`src/rtl/cosim_uart_rx_pkg.sv`:
```
// Shared definitions for the cosim UART link, used by both the receiver and the
// matching transmitter.
package cosim_uart_rx_pkg;

    localparam int UART_DATA_BITS = 8;

    typedef enum logic [2:0] {
        IDLE,
        START,
        DATA,
        STOP,
        BREAK
    } rx_state_t;

endpackage

```
`src/rtl/cosim_sync2.sv`:
```
// Two-flop synchroniser for a single asynchronous bit; both flops reset to RST_VAL
// so an idle-high line does not look like a start bit coming out of reset.
module cosim_sync2 #(
    parameter logic RST_VAL = 1'b1
) (
    input  logic clk_i,
    input  logic arstn_i,
    input  logic d_i,
    output logic q_o
);

    logic r_meta;
    logic r_q;

    always_ff @(posedge clk_i or negedge arstn_i) begin
        if (!arstn_i) begin
            r_meta <= RST_VAL;
            r_q    <= RST_VAL;
        end else begin
            r_meta <= d_i;
            r_q    <= r_meta;
        end
    end

    assign q_o = r_q;

endmodule

```
`src/rtl/cosim_uart_rx.sv`:
```
// 8N1 UART receiver: mid-bit sampling from a divided bit timer, single holding
// register with valid/ready, one-cycle framing-error and overrun pulses.
module cosim_uart_rx
    import cosim_uart_rx_pkg::*;
#(
    parameter int BAUD_RATE = 10_000_000,
    parameter int CLK_FREQ  = 50_000_000
) (
    input  logic       clk_i,
    input  logic       arstn_i,
    input  logic       rx_i,
    output logic [7:0] data_o,
    output logic       valid_o,
    input  logic       ready_i,
    output logic       frame_err_o,
    output logic       overrun_o
);

    localparam int CLKS_PER_BIT = CLK_FREQ / BAUD_RATE;
    localparam int HALF_BIT     = CLKS_PER_BIT / 2;
    localparam int CNT_W        = $clog2(CLKS_PER_BIT);

    localparam logic [CNT_W-1:0] CNT_LAST  = CNT_W'(CLKS_PER_BIT - 1);
    localparam logic [CNT_W-1:0] HALF_LAST = CNT_W'(HALF_BIT - 1);
    localparam logic [2:0]       BIT_LAST  = 3'(UART_DATA_BITS - 1);

    if (CLKS_PER_BIT < 4) begin : g_bad_divider
        $error("cosim_uart_rx: CLK_FREQ/BAUD_RATE must be at least 4");
    end

    logic                      w_rx_s;
    logic                      w_stop_tick;
    logic                      w_byte_done;
    logic                      w_accept;

    rx_state_t                 r_state;
    logic [CNT_W-1:0]          r_clk_cnt;
    logic [2:0]                r_bit_cnt;
    logic [UART_DATA_BITS-1:0] r_shift;
    logic [UART_DATA_BITS-1:0] r_data;
    logic                      r_valid;
    logic                      r_frame_err;
    logic                      r_overrun;

    cosim_sync2 #(
        .RST_VAL (1'b1)
    ) u_sync (
        .clk_i   (clk_i),
        .arstn_i (arstn_i),
        .d_i     (rx_i),
        .q_o     (w_rx_s)
    );

    assign w_stop_tick = (r_state == STOP) && (r_clk_cnt == CNT_LAST);
    assign w_byte_done = w_stop_tick && w_rx_s;
    // A byte may land in the holding register in the same cycle the old one leaves it.
    assign w_accept    = !r_valid || ready_i;

    always_ff @(posedge clk_i or negedge arstn_i) begin
        if (!arstn_i) begin
            r_state     <= IDLE;
            r_clk_cnt   <= '0;
            r_bit_cnt   <= '0;
            r_shift     <= '0;
            r_frame_err <= 1'b0;
        end else begin
            r_frame_err <= 1'b0;
            case (r_state)
                IDLE: begin
                    if (!w_rx_s) begin
                        r_state   <= START;
                        r_clk_cnt <= '0;
                    end
                end
                START: begin
                    if (r_clk_cnt == HALF_LAST) begin
                        r_clk_cnt <= '0;
                        r_bit_cnt <= '0;
                        r_state   <= w_rx_s ? IDLE : DATA;
                    end else begin
                        r_clk_cnt <= r_clk_cnt + 1'b1;
                    end
                end
                DATA: begin
                    if (r_clk_cnt == CNT_LAST) begin
                        r_clk_cnt <= '0;
                        r_bit_cnt <= r_bit_cnt + 1'b1;
                        r_shift   <= {w_rx_s, r_shift[UART_DATA_BITS-1:1]};
                        if (r_bit_cnt == BIT_LAST) begin
                            r_state <= STOP;
                        end
                    end else begin
                        r_clk_cnt <= r_clk_cnt + 1'b1;
                    end
                end
                STOP: begin
                    if (r_clk_cnt == CNT_LAST) begin
                        r_clk_cnt <= '0;
                        if (w_rx_s) begin
                            r_state <= IDLE;
                        end else begin
                            r_frame_err <= 1'b1;
                            r_state     <= BREAK;
                        end
                    end else begin
                        r_clk_cnt <= r_clk_cnt + 1'b1;
                    end
                end
                BREAK: begin
                    if (w_rx_s) begin
                        r_state <= IDLE;
                    end
                end
                default: begin
                    r_state <= IDLE;
                end
            endcase
        end
    end

    always_ff @(posedge clk_i or negedge arstn_i) begin
        if (!arstn_i) begin
            r_data    <= '0;
            r_valid   <= 1'b0;
            r_overrun <= 1'b0;
        end else begin
            r_overrun <= 1'b0;
            if (w_byte_done) begin
                if (w_accept) begin
                    r_data  <= r_shift;
                    r_valid <= 1'b1;
                end else begin
                    r_overrun <= 1'b1;
                end
            end else if (r_valid && ready_i) begin
                r_valid <= 1'b0;
            end
        end
    end

    assign data_o      = r_data;
    assign valid_o     = r_valid;
    assign frame_err_o = r_frame_err;
    assign overrun_o   = r_overrun;

endmodule

```
`config.mk`:
```
export PLATFORM = sky130hd
export DESIGN_NAME = cosim_uart_rx
export DESIGN_NICKNAME = d
export VERILOG_FILES = /design/src/rtl/cosim_uart_rx_pkg.sv /design/src/rtl/cosim_sync2.sv /design/src/rtl/cosim_uart_rx.sv
export SDC_FILE = /design/constraint.sdc
export NUM_CORES = 1
export LEC_CHECK = 0
export ABC_AREA = 1
export BUFFER_PORTS_ARGS = -buffer_cell sky130_fd_sc_hd__buf_2
export CAP_MARGIN = 20
export CORE_MARGIN = 2
export CORE_UTILIZATION = 50
export DETAILED_ROUTE_END_ITERATION = 12
export GPL_TIMING_DRIVEN = 0
export PLACE_DENSITY = 0.7
export SLEW_MARGIN = 20
export SYNTH_ARGS = -nofsm -noshare
export SYNTH_HDL_FRONTEND = slang
export SYNTH_HIERARCHICAL = 1
export SYNTH_SLANG_ARGS = --single-unit
```
`constraint.sdc`:
```
create_clock -name clk_i -period 1.8 [get_ports clk_i]
set_clock_uncertainty 0.1 [all_clocks]
set_input_delay 0.09 -clock clk_i [delete_from_list [all_inputs] [get_ports clk_i]]
set_output_delay 0.09 -clock clk_i [all_outputs]
set_load 0.03 [all_outputs]
```
==> impl_metrics.ini <==
[clocking]
post-cts-setup-buffer-count = 0
clk_latency_ns = 0.33
clkSlewWorstSetupHoldPaths_ns = 0.09
ctsHoldBuffers = 3
cts_sinks = 30
numCtsBuffers = 5
cts_tree = done
cts_resized = 0
clockRootBuffer = clkbuf_4
clock_path_buffers = 2
htreeDepth = 2

[setup_path]
crit_top_cell = inv_1
crit_chain = inv_1, ha_1, nand2_2, inv_1, nand4_4, buf_6, nand2_1, o21ai_2
crit_slowest_cell = dfrtp_1
worstPathArrival_ns = 1.78
critPathCaptureType = flop
startpoint_type = flop
crit_type = flop to flop
cpPeakStageDelay_ns = 0.41
crit_buf_inv = 3
worstPathRequired_ns = 1.93
path_max_fanout = 10
cpLargestDelayFamily = buffers and inverters

[die]
core_area_mm2 = 0.002686
start_util = 0.5133
die_width_um = 56.52
dieArea_mm2 = 0.003194
die_y_um = 56.52
row_count = 19
io_pins = 15

[synth]
yosys.area.top_type = dfrtp_1
yosys.area_share.simple = 0.2160
synth-seq-area-share = 0.5463
synth_top_family_by_area = simple AND/OR/NAND/NOR gates
synthDistinctLibCells = 21
ys_async_sr_fraction = 1.000
syn_area_mm2 = 0.001379
ys.warnings.count = 6
synthDominantCellAreaShare = 0.5082
synthFlopType = dfrtp_1
synth_fa_ha_area_frac = 0.04537
ys_top_cells_by_area = dfrtp_1, nand2_1, inv_1, o21ai_2, ha_1
synth_edf_count = 0
synth_seq_cells = 30
yosysMostFrequentCell = nand2_1
synth-xor-area-share = 0.006352
synth_commonest_cells = nand2_1, dfrtp_1, inv_1, o21ai_0
syn_nets = 154
avgSynthCellArea_um2 = 9.509
synth_compound_area_frac = 0.1152
synth_mux_area_frac = 0
synth_cells = 145

[final_layout]
fin_nets = 178
n_antenna_cell = 0
synthToLayoutAreaGrowth_pct = 14.43
fillCellCount = 264
drive_above_1_share = 0.2353

[route]
drc_errors = 0
final_antenna_net_count = 0
firstDrtPassIters = 4
routed_wl_mm = 2.426
drt-initial-drc-count = 23
vias_per_cell = 5.075
wl_per_cell_um = 12.07
met3_length_um = 113
met2_length_mm = 1.249
vias = 1020
drt-met1-wl_mm = 1.012
topRoutingLayerUsed = met4

[job]
max_cap_violations = 0

[sta]
max-slew-margin-rel = 0.5609
post-route-period-util = 0.9146
min_period_ns = 1.646
max_freq_ghz = 0.6075
fin_tns_setup_ns = 0
setup_slack_ns = 0.1538
tightestPinTransition_ns = 0.6587
setup_violations = 0
rsz0062_at_grt = false
finalMaxSlewViolations = 0
final-hold-violation-count = 0

[global_routing]
grt_pass1_wl_mm = 4.478
gr-total-overflow = 0
grt_max_degree = 31
antenna_found_initial = 0
grt_pass1_vias = 1038
grt_util_all_layers = 0.1884

[status]
status = completed

[power]
ir_worst_vdd_uv = 777.6
leakage_uw = 0.0008250
power.density_mw_per_mm2 = 1110

[hold_path]
hold_class = input port to async pin

[placed_design]
place_congestion = 0.7698
port_buffers = 14
hpwl_mm = 1.694
post-place-ws_ns = 0.1398
## cell families after synthesis
kind of cell,after synthesis
buffers and inverters,22
AND/OR/NAND/NOR,63
XOR/XNOR,1
adder cells (fa/ha/maj),5
flip-flops,30
AO/OA/AOI/OAI,24
## registers in the layout (all words and copies together), names as in the netlist
name,cells
r_state,3
r_bit_cnt,3
frame_err_o,1
r_shift,8
u_sync/q_o,1
r_clk_cnt,3
u_sync/r_meta,1
valid_o,1
overrun_o,1
data_o,8
## final cells by class
type	count	area [µm²]	area share
plain buffers	2	22.52	0.01427
clock buffers	7	55.05	0.03489
clock inverters	1	5.005	0.003172
inverters	20	75.07	0.04758
multi-input cells	93	528.0	0.3347
flip-flops and latches	30	753.2	0.4774
well taps	31	38.79	0.02458
repair buffers	17	100.1	0.06344
## power breakdown
part / switching (µW) / internal (µW) / leakage [µW]
Clock: 232 / 189 / 0.0000353
Sequential: 64.5 / 743 / 0.000407
Combinational: 343 / 179 / 0.000383
Total: 639 / 1110 / 0.000825
## cells in the final DEF, fill, tap and decap left out, drive strengths merged
cell type,netlist,final
inv,20,20
dfrtp,28,28
nand3,8,8
a21boi,1,1
nand2,43,43
ha,5,5
nor2,8,8
xor2,1,1
dlygate4sd3,0,3
clkinv,0,1
buf,2,16
nand3b,3,3
dfstp,2,2
o21ai,18,18
clkbuf,0,7
o211ai,1,1
a21oi,1,1
o22ai,3,3
nand4,1,1
## per-layer routing
metal  vias to the layer above  global-route usage
met5                         -                   0
met1                       487              0.2163
met2                        17              0.3140
li1                        511                   -
met4                         0             0.07143
met3                         5             0.07604
## metrics by stage
step | cell area (µm²) | total power, µW | utilization | hold slack [ns] | instances
3_3_place_gp | 1488 | 1322 | 0.5538 | 0.05179 | 190
2_1_floorplan | 1379 | 1228 | - | -0.3056 | 145
3_5_place_dp | 1488 | 1343 | 0.5538 | 0.06432 | 190
5_1_grt | 1578 | 1885 | 0.5873 | 0.2682 | 201
6_report | 1578 | 1751 | 0.5873 | 0.2237 | 201
4_1_cts | 1578 | 1765 | 0.5873 | 0.2391 | 201
## path summary, 6_finish.rpt
path / start / endpoint / slack (ns) / cells past startpoint
worst max-delay path: r_clk_cnt[0] / data_o[6] / 0.15 / 8
worst min-delay path: arstn_i / r_shift[1] / 0.22 / 2
worst max register to register: r_clk_cnt[0] / data_o[6] / 0.15 / 8
worst min register to register: u_sync/r_meta / u_sync/q_o / 0.26 / 0
max in group asynchronous: arstn_i / overrun_o / 0.95 / 2
min in group clk_i: u_sync/r_meta / u_sync/q_o / 0.26 / 0
Note: power is estimated with default switching activity, not from simulation.
